--- src/rtl/calc_pkg.sv ---
// Shared definitions for the calculator input controller: sizes, ASCII
// codes, the evaluator state encoding and small helper functions.
package calc_pkg;

  localparam int BUF_LEN = 32;
  localparam int RES_W   = 32;
  localparam int IDX_W   = $clog2(BUF_LEN);      // char index width
  localparam int LEN_W   = $clog2(BUF_LEN + 1);  // len counts 0..BUF_LEN

  localparam logic [LEN_W-1:0] LEN_MAX = LEN_W'(BUF_LEN);

  localparam logic [7:0] CH_SPACE = 8'h20;
  localparam logic [7:0] CH_0     = 8'h30;
  localparam logic [7:0] CH_9     = 8'h39;
  localparam logic [7:0] CH_PLUS  = 8'h2B;
  localparam logic [7:0] CH_MINUS = 8'h2D;
  localparam logic [7:0] CH_MUL   = 8'h2A;
  localparam logic [7:0] CH_C     = 8'h43;
  localparam logic [7:0] CH_B     = 8'h42;
  localparam logic [7:0] CH_EQ    = 8'h3D;

  typedef enum logic [1:0] {IDLE, EVAL, FINISH} eval_state_t;

  // Keypad legend at (row, col), row-major 4x4 grid.
  function automatic logic [7:0] key_char(input logic [1:0] row, input logic [1:0] col);
    logic [7:0] ch;
    case ({row, col})
      4'd0:    ch = 8'h31;
      4'd1:    ch = 8'h32;
      4'd2:    ch = 8'h33;
      4'd3:    ch = CH_PLUS;
      4'd4:    ch = 8'h34;
      4'd5:    ch = 8'h35;
      4'd6:    ch = 8'h36;
      4'd7:    ch = CH_MINUS;
      4'd8:    ch = 8'h37;
      4'd9:    ch = 8'h38;
      4'd10:   ch = 8'h39;
      4'd11:   ch = CH_MUL;
      4'd12:   ch = CH_C;
      4'd13:   ch = CH_0;
      4'd14:   ch = CH_EQ;
      default: ch = CH_B;
    endcase
    return ch;
  endfunction

  function automatic logic is_digit(input logic [7:0] ch);
    return (ch >= CH_0) && (ch <= CH_9);
  endfunction

  function automatic logic is_op(input logic [7:0] ch);
    return (ch == CH_PLUS) || (ch == CH_MINUS) || (ch == CH_MUL);
  endfunction

  // One step of left-to-right evaluation, modulo 2^RES_W.
  function automatic logic [RES_W-1:0] apply_op(input logic [RES_W-1:0] acc,
                                                input logic [7:0]       op,
                                                input logic [RES_W-1:0] num);
    logic [RES_W-1:0] res;
    case (op)
      CH_MINUS: res = acc - num;
      CH_MUL:   res = acc * num;
      default:  res = acc + num;
    endcase
    return res;
  endfunction

endpackage

--- src/rtl/calc_input_ctrl_if.sv ---
// Keypad pulses in, renderer-facing cursor/string/result out.
interface calc_input_ctrl_if;
  import calc_pkg::*;

  logic                 btn_up;
  logic                 btn_down;
  logic                 btn_left;
  logic                 btn_right;
  logic                 btn_sel;
  logic [3:0]           cursor_x;
  logic [3:0]           cursor_y;
  logic [BUF_LEN*8-1:0] disp_str_flat;
  logic [RES_W-1:0]     result;
  logic                 calc_done;
  logic                 busy;

  modport master (
    output btn_up, btn_down, btn_left, btn_right, btn_sel,
    input  cursor_x, cursor_y, disp_str_flat, result, calc_done, busy
  );

  modport slave (
    input  btn_up, btn_down, btn_left, btn_right, btn_sel,
    output cursor_x, cursor_y, disp_str_flat, result, calc_done, busy
  );

endinterface

--- src/rtl/calc_eval.sv ---
// Sequential expression evaluator: walks the buffer one char per cycle,
// strict left-to-right with no precedence, then publishes the result.
module calc_eval
  import calc_pkg::*;
(
  input  logic                 clk,
  input  logic                 rst,
  input  logic                 start,
  input  logic                 clr_done,
  input  logic [LEN_W-1:0]     len,
  input  logic [BUF_LEN*8-1:0] buf_flat,
  output logic                 busy,
  output logic                 done,
  output logic [RES_W-1:0]     result
);

  eval_state_t      state_reg, state_next;
  logic [LEN_W-1:0] idx_reg;
  logic [RES_W-1:0] acc_reg;
  logic [RES_W-1:0] num_reg;
  logic [7:0]       op_reg;
  logic [7:0]       ch;
  logic             last_char;

  assign ch        = buf_flat[{idx_reg[IDX_W-1:0], 3'b000} +: 8];
  assign last_char = ((idx_reg + LEN_W'(1)) == len);

  // State register.
  always_ff @(posedge clk or posedge rst) begin
    if (rst) state_reg <= IDLE;
    else     state_reg <= state_next;
  end

  // Next-state logic; an empty buffer goes straight to FINISH.
  always_comb begin
    state_next = state_reg;
    case (state_reg)
      IDLE:    if (start) state_next = (len == '0) ? FINISH : EVAL;
      EVAL:    if (last_char) state_next = FINISH;
      FINISH:  state_next = IDLE;
      default: state_next = IDLE;
    endcase
  end

  // Datapath: accumulator, operand, pending operator and output registers.
  always_ff @(posedge clk or posedge rst) begin
    if (rst) begin
      idx_reg <= '0;
      acc_reg <= '0;
      num_reg <= '0;
      op_reg  <= CH_PLUS;
      busy    <= 1'b0;
      done    <= 1'b0;
      result  <= '0;
    end else begin
      case (state_reg)
        IDLE: begin
          if (start) begin
            idx_reg <= '0;
            acc_reg <= '0;
            num_reg <= '0;
            op_reg  <= CH_PLUS;
            busy    <= 1'b1;
            done    <= 1'b0;
          end else if (clr_done) begin
            done    <= 1'b0;
          end
        end
        EVAL: begin
          idx_reg <= idx_reg + LEN_W'(1);
          if (is_digit(ch)) begin
            num_reg <= num_reg * RES_W'(10) + RES_W'(ch - CH_0);
          end else begin
            acc_reg <= apply_op(acc_reg, op_reg, num_reg);
            num_reg <= '0;
            op_reg  <= ch;
          end
        end
        FINISH: begin
          result <= apply_op(acc_reg, op_reg, num_reg);
          done   <= 1'b1;
          busy   <= 1'b0;
        end
        default: ;
      endcase
    end
  end

endmodule

--- src/rtl/calc_input_ctrl.sv ---
// Calculator keypad controller: cursor navigation, expression buffer
// editing and select decode; evaluation is delegated to calc_eval.
module calc_input_ctrl
  import calc_pkg::*;
(
  input  logic              clk_in,
  input  logic              sys_rst,
  calc_input_ctrl_if.slave  bus
);

  logic [1:0]           cx_reg;
  logic [1:0]           cy_reg;
  logic [7:0]           buf_reg [BUF_LEN];
  logic [LEN_W-1:0]     len_reg;
  logic [LEN_W-1:0]     len_dec;
  logic [BUF_LEN*8-1:0] buf_flat;
  logic [7:0]           key;
  logic                 sel_ok;
  logic                 start;
  logic                 eval_busy;
  logic                 eval_done;
  logic [RES_W-1:0]     eval_result;

  // Select decode: the key under the cursor, gated off while evaluating.
  always_comb begin
    key     = key_char(cy_reg, cx_reg);
    sel_ok  = bus.btn_sel & ~eval_busy;
    start   = sel_ok & (key == CH_EQ);
    len_dec = len_reg - LEN_W'(1);
  end

  // Cursor moves: select beats moves, then up > down > left > right; wraps mod 4.
  always_ff @(posedge clk_in or posedge sys_rst) begin
    if (sys_rst) begin
      cx_reg <= '0;
      cy_reg <= '0;
    end else if (!eval_busy && !bus.btn_sel) begin
      if (bus.btn_up)         cy_reg <= cy_reg - 2'd1;
      else if (bus.btn_down)  cy_reg <= cy_reg + 2'd1;
      else if (bus.btn_left)  cx_reg <= cx_reg - 2'd1;
      else if (bus.btn_right) cx_reg <= cx_reg + 2'd1;
    end
  end

  // Buffer edits: append digit/operator, backspace, clear.
  always_ff @(posedge clk_in or posedge sys_rst) begin
    if (sys_rst) begin
      for (int i = 0; i < BUF_LEN; i++) buf_reg[i] <= CH_SPACE;
      len_reg <= '0;
    end else if (sel_ok) begin
      if (is_digit(key) || is_op(key)) begin
        if (len_reg < LEN_MAX) begin
          buf_reg[len_reg[IDX_W-1:0]] <= key;
          len_reg <= len_reg + LEN_W'(1);
        end
      end else if (key == CH_B) begin
        if (len_reg != '0) begin
          buf_reg[len_dec[IDX_W-1:0]] <= CH_SPACE;
          len_reg <= len_dec;
        end
      end else if (key == CH_C) begin
        for (int i = 0; i < BUF_LEN; i++) buf_reg[i] <= CH_SPACE;
        len_reg <= '0;
      end
    end
  end

  generate
    for (genvar gi = 0; gi < BUF_LEN; gi++) begin : g_flat
      assign buf_flat[gi*8 +: 8] = buf_reg[gi];
    end
  endgenerate

  calc_eval u_eval (
    .clk      (clk_in),
    .rst      (sys_rst),
    .start    (start),
    .clr_done (sel_ok),
    .len      (len_reg),
    .buf_flat (buf_flat),
    .busy     (eval_busy),
    .done     (eval_done),
    .result   (eval_result)
  );

  assign bus.cursor_x      = {2'b00, cx_reg};
  assign bus.cursor_y      = {2'b00, cy_reg};
  assign bus.disp_str_flat = buf_flat;
  assign bus.result        = eval_result;
  assign bus.calc_done     = eval_done;
  assign bus.busy          = eval_busy;

endmodule

--- src/flat_wrapper.sv ---
// flat-port wrapper written by rule: the top's interface ports become plain ports
module calc_input_ctrl_flat import calc_pkg::*;
  (clk_in, sys_rst, bus_btn_up, bus_btn_down, bus_btn_left, bus_btn_right, bus_btn_sel, bus_cursor_x, bus_cursor_y, bus_disp_str_flat, bus_result, bus_calc_done, bus_busy);
  calc_input_ctrl_if bus_i ();
  input  logic clk_in;
  input  logic sys_rst;
  input wire logic [$bits(bus_i.btn_up)-1:0] bus_btn_up;
  input wire logic [$bits(bus_i.btn_down)-1:0] bus_btn_down;
  input wire logic [$bits(bus_i.btn_left)-1:0] bus_btn_left;
  input wire logic [$bits(bus_i.btn_right)-1:0] bus_btn_right;
  input wire logic [$bits(bus_i.btn_sel)-1:0] bus_btn_sel;
  output wire logic [$bits(bus_i.cursor_x)-1:0] bus_cursor_x;
  output wire logic [$bits(bus_i.cursor_y)-1:0] bus_cursor_y;
  output wire logic [$bits(bus_i.disp_str_flat)-1:0] bus_disp_str_flat;
  output wire logic [$bits(bus_i.result)-1:0] bus_result;
  output wire logic [$bits(bus_i.calc_done)-1:0] bus_calc_done;
  output wire logic [$bits(bus_i.busy)-1:0] bus_busy;
  assign bus_i.btn_up = bus_btn_up;
  assign bus_i.btn_down = bus_btn_down;
  assign bus_i.btn_left = bus_btn_left;
  assign bus_i.btn_right = bus_btn_right;
  assign bus_i.btn_sel = bus_btn_sel;
  assign bus_cursor_x = bus_i.cursor_x;
  assign bus_cursor_y = bus_i.cursor_y;
  assign bus_disp_str_flat = bus_i.disp_str_flat;
  assign bus_result = bus_i.result;
  assign bus_calc_done = bus_i.calc_done;
  assign bus_busy = bus_i.busy;
  calc_input_ctrl u_core (.clk_in(clk_in), .sys_rst(sys_rst), .bus(bus_i));
endmodule
--- config.mk ---
export PLATFORM = sky130hd
export DESIGN_NAME = calc_input_ctrl_flat
export DESIGN_NICKNAME = d
export VERILOG_FILES = /design/src/rtl/calc_pkg.sv /design/src/rtl/calc_input_ctrl_if.sv /design/src/rtl/calc_eval.sv /design/src/rtl/calc_input_ctrl.sv /design/src/flat_wrapper.sv
export SDC_FILE = /design/constraint.sdc
export NUM_CORES = 2
export LEC_CHECK = 0
export ABC_AREA = 0
export CAP_MARGIN = 20
export CORE_ASPECT_RATIO = 1.5
export CORE_MARGIN = 8
export CORE_UTILIZATION = 40
export DETAILED_ROUTE_END_ITERATION = 8
export GPL_TIMING_DRIVEN = 0
export SYNTH_ARGS = -nofsm -noshare
export SYNTH_HDL_FRONTEND = slang
export SYNTH_HIERARCHICAL = 1
export SYNTH_SLANG_ARGS = --single-unit
--- constraint.sdc ---
create_clock -name clk_in -period 7.7 [get_ports clk_in]
set_input_delay 0.77 -clock clk_in [delete_from_list [all_inputs] [get_ports clk_in]]
set_output_delay 0.77 -clock clk_in [all_outputs]
set_load 0.005 [all_outputs]
* After elaboration in Yosys (flattened, before gate mapping)
Memories as Yosys holds them, arrays and structs flattened. Index checks and enable logic that the tools add are counted.
Storage, ports and cells: register bits after elaboration 380, memory bits (read-only) 112, input port bits 7, output and inout port bits 298, logic and storage cells 159, memories 1
Memories:
- (name not given) | depth 16, bits a word 7, read ports 1, clocked after memory_dff 0, wr ports 0, RTL line calc_pkg.sv:27 | case ({row, col})
Cells by class: add/sub/neg operators 11, multiply operators 2, magnitude comparators 9, equal/unequal tests 17, shifts and indexed selects 1, multiplexer cells 39, bitwise gates (word level) 10, reduce and logical (&&, ||, !) cells 26
Operators by type and width (count):
- 2-to-1 mux 256 bit | 5
- bitwise mux 256 bit | 1
- indexed part select 256 x 9 -> 8 bit | 1
- bitwise AND 224 bit | 1
- NOT 224 bit | 1
- one-hot mux 32 bit (2 select lines) | 3
- 2-to-1 mux 32 bit | 3
- demux 8 bit (select 5 bit) | 2
- adder 32 bit | 2
- equality test 8 x 6 -> 1 bit, second input constant | 6
- 2-to-1 mux 6 bit | 6
- multiplier 32 x 3 -> 31 bit, second input constant | 1
- multiplier 32 x 32 -> 32 bit | 1
- 2-to-1 mux 8 bit | 4
- bitwise OR 32 bit | 1
- subtractor 32 bit | 1
- equality test 8 x 7 -> 1 bit, second input constant | 2
- >= comparator 8 x 6 -> 1 bit, second input constant | 2
- <= comparator 8 x 6 -> 1 bit, second input constant | 2
- one-hot mux 8 bit (2 select lines) | 1
- 2-to-1 mux 2 bit | 7
- adder 6 x 1 -> 6 bit, second input constant | 2
- >= comparator 6 bit, second input constant | 2
- less-than comparator 6 x 1 -> 1 bit, second input constant | 2
- other kinds (30) | 56

* Depth between registers and ports, before layout
depth after elaboration 11, depth in mapped cells 28, depth with buffers taken out 26

* Hierarchy
The synthesis kept the hierarchy.
Modules (own cells, without submodules):
- calc_eval | instances 1, cells each 3103, area an instance 27965.6 sq um
- calc_input_ctrl | instances 1, cells each 928, area an instance 10945.5 sq um

* Worst setup path before layout
Ideal clock, no wire load.
path type reg2reg, from register u_core.u_eval.num_reg[6], to register u_core.u_eval.result[29], arrival time 6.751 ns, slack 0.818 ns, stages on the path, launching flop included 26, period minus slack after synthesis 6.882 ns, path through dfrtp_1 -> clkbuf_1 -> clkbuf_1 -> and2_1 -> fa_1 -> fa_1 -> fa_1 -> inv_1 -> fa_1 -> inv_1 -> fa_1 -> inv_1 -> fa_1 -> inv_1 -> fa_1 -> fa_1 -> ha_1 -> o21ai_0 -> a21oi_1 -> o21ai_0 -> o31ai_1 -> a31oi_1 -> xor2_1 -> nor2_1 -> a31oi_1 -> o21ai_0
Between the ends: cells in the longest elaborated chain, start to end 2, elaborated cells between the ends (all ways) 4
RTL lines:
- start, declared | RTL line calc_eval.sv:20 | logic [RES_W-1:0] num_reg;
- start signal, assigned | RTL line calc_eval.sv:72 | num_reg <= num_reg * RES_W'(10) + RES_W'(ch - CH_0);
- multiplier 32 x 32 -> 32 bit (tied with other cells) | RTL line calc_pkg.sv:63 | CH_MUL: res = acc * num;
- one-hot mux 32 bit (2 select lines) (*) | RTL line calc_pkg.sv:61 | case (op)
- end signal, assigned | RTL line calc_eval.sv:80 | result <= apply_op(acc_reg, op_reg, num_reg);
- end, declared | RTL line calc_eval.sv:14 | output logic [RES_W-1:0] result
Mark *: on every way between the ends. The rest lies on a longest branch, timed or not. A chain may end at the register's enable or synchronous reset.

* Final worst setup path
from register u_core.u_eval.acc_reg[9], to register u_core.u_eval.result[27]
Between the ends: cells in the longest elaborated chain, start to end 2, elaborated cells between the ends (all ways) 4
RTL lines:
- start, declared | RTL line calc_eval.sv:19 | logic [RES_W-1:0] acc_reg;
- start signal, assigned | RTL line calc_eval.sv:74 | acc_reg <= apply_op(acc_reg, op_reg, num_reg);
- multiplier 32 x 32 -> 32 bit (tied with other cells) | RTL line calc_pkg.sv:63
- one-hot mux 32 bit (2 select lines) (*) | RTL line calc_pkg.sv:61
Marks and branches as above.

==> flow_summary.ini <==
[cts]
htree_levels = 2
worstSkewPairLatency_ns = 0.64
cts_made_buffers = 43
clk_pin_slew_ns = 0.06
cts_tree = yes
cts_hold_buf = 0
cts_root_buf = clkbuf_16
clock-sinks = 380
cts_buffer_depth = 3

[synth]
synth-warning-count = 6
syn_area_um2 = 38900
synth_top_cell_by_area = dfrtp_1
synth.area.top_cells = dfrtp_1, fa_1, ha_1, and2_1, inv_1
yosysTopAreaCellShare_pct = 22.1
syn_inst = 4031
synth_edf_count = 0
synth_top_flop_cell = dfrtp_1
ys_ff_latch = 380
syn_avg_cell_area_um2 = 9.65
synthArstFlopShare_pct = 100
ys_seq_area_share_pct = 24.6
ys_types = 92

[sta]
rsz0062_at_grt = yes
setup_viol_count_final = 0
hold_viol = 0
clock.fmax_ghz = 0.131
finalCritPeriodShare_pct = 99.4
worstMarginPinSlew_ns = 1.17
fin_setup_tns_ns = 0
max-slew-margin-rel_pct = 21.9
drv_slew = 0
clock_skew_ns = 0.0490
min_period_ns = 7.66

[grt]
global_route.usage.total_pct = 30.2
grt-ovfl-total = 0
grt_pass1_vias = 34900
grt_max_degree = 77
grt_antenna_before_repair = 7
grt_pass1_wl_um = 239000

[setup_path]
critPathArrivalTime_ns = 8.14
required_ns = 8.18
endpoint_kind = flip-flop
cp-startpoint = u_core/u_eval/acc_reg[9]
crit_type = reg2reg
crit_fanout = 10
max_stage_delay_ns = 0.60
cpMaxStageDelayCell = fa_1
start_kind = flip-flop
path_cells = clkbuf_4, and2_1, fa_1, fa_1, fa_1, inv_1, fa_1, inv_1, fa_1, inv_1, fa_1, inv_1, fa_2, fa_1, ha_4, a211oi_4, nor2b_4, o211a_4, o31ai_4, xnor2_1, nor2_1, a21oi_2, o21ai_0
crit_top_cell = fa_1
worstReg2RegStart = u_core/u_eval/acc_reg[9]

[drt]
wirelength_um = 165000
firstDrtPassIters = 7
drtIter0Drc = 2140
detail_route.wl_per_cell_um = 28.8
drc = 0
vias = 32600
ant_nets = 0
vias_per_cell = 5.68

[cells_and_area]
largest_reg_flops = 256
fin_nets = 5093
final_area_um2 = 46200
drive_above_1_share_pct = 10.6
area.growth.synth_to_final_pct = 18.8
final_cell_mix = inv_1, nand2_1, fa_1, and2_1, dfrtp_1
final_common_cell = inv_1

[floorplanning]
start_util_pct = 40.2
fp-row-count = 140
core_area_um2 = 96900
die_h_um = 398
io-pin-count = 305
die_x_um = 271
die-area_um2 = 108000

[hold_path]
holdCritPathClass = reg2reg
hp-start = u_core/u_eval/result[14]

[placed_design]
hpwl_um = 135000
placed_area_um2 = 43800
portBuffers = 300
routabilityCongestion = 1.00

[run_status]
status = finished clean

[flow_run]
maxCapViolations = 0
[cell usage after synthesis (all sizes together) (6+ instances only)]
master   instances
inv            487
nand2          428
fa             411
and2           366
dfrtp          344
ha             254
o21ai          180
clkbuf         176
xnor2          133
a21oi          132
nor2           116
a22o            89
mux2i           82
xor2            68
o22ai           61
mux4            58
a21o            56
buf             52
nor2b           51
nand2b          39
dfstp           36
o211ai          33
nor3            32
nand3           29
o2bb2ai         29
o21a            25
a21boi          22
and3            20
nand4           18
a211oi          17
or2             17
a31oi           15
o31ai           13
mux2            10
or3             10
a22oi            9
nor4             9
o211a            9
o21bai           8
a211o            7
nor3b            7
a2111oi          6
a221oi           6
or4              6
[worst max-delay path: cells and delay by family, from the launching register on]
kind | cells | cell delay (ns)
adders and majority gates | 9 | 4.21
AOI/OAI and AO/OA | 5 | 1.16
and+or+nand+nor | 3 | 0.58
xor gates and xnor gates | 1 | 0.44
buffers and inverters | 5 | 0.55
DFF | 1 | 0.52
[layer usage]
| layer | vias up | global-route usage, % | wire [um] |
|---|---|---|---|
| met3 | 566 | 7.65 | 11900 |
| met1 | 16500 | 29.8 | 54500 |
| met4 | 4 | 25.1 | 17500 |
| li1 | 14200 | - | - |
| met2 | 1373 | 53.3 | 81500 |
| met5 | - | 0 | 15 |
[logic make-up after synthesis]
logic type                 synth area share (%)
buffers and inverters                      7.28
AOI/OAI and AO/OA                          13.3
DFF                                        24.6
adders and majority gates                  29.3
other                                   0.00964
and+or+nand+nor                            15.2
muxes                                      5.82
xor gates and xnor gates                   4.52
[what timing repair did]
| action | CTS | global route |
|---|---|---|
| hold endpoints to repair | 0 | 0 |
| buffers inserted | 9 | 16 |
| pin swaps | 6 | 14 |
| resized for setup | 205 | 112 |
| setup endpoints to repair | 34 | 18 |
[metrics by stage]
stage                     std cells  hold WS, ns  util (%)  setup WS [ns]
after floorplan                4034        0.473         -          0.818
after global placement         5612        0.464      44.9          -2.13
after detailed placement       5633        0.471      45.3          -2.08
after CTS                      5720        0.477      47.4        0.00161
after global routing           5734        0.501      47.7        -0.0127
final                          5736        0.475      47.7         0.0431
[layout make-up]
class	instances	area [um^2]
sequential	380	9600
antenna	2	5.00
timing repair buffer	346	3490
inverter	489	1840
fill	9276	50600
multi-input combinational	2937	26800
tap	1278	1600
clock buffer	62	1240
clock inverter	18	260
buffer	224	1380
[worst paths after layout]
path	to	slack, ns	cells after the start
max in group asynchronous	u_core/bus.disp_str_flat[69]	5.53	7
setup / recovery	u_core/u_eval/result[27]	0.04	23
hold reg to reg	u_core/u_eval/result[14]	0.48	2
setup reg to reg	u_core/u_eval/result[27]	0.04	23
min in group asynchronous	u_core/cx_reg[0]	0.51	2
hold / removal	u_core/u_eval/result[14]	0.48	2
Power is left out: the tool's default activity adds up to more than one toggle a clock period on the data nets, which glitch-free logic cannot reach.
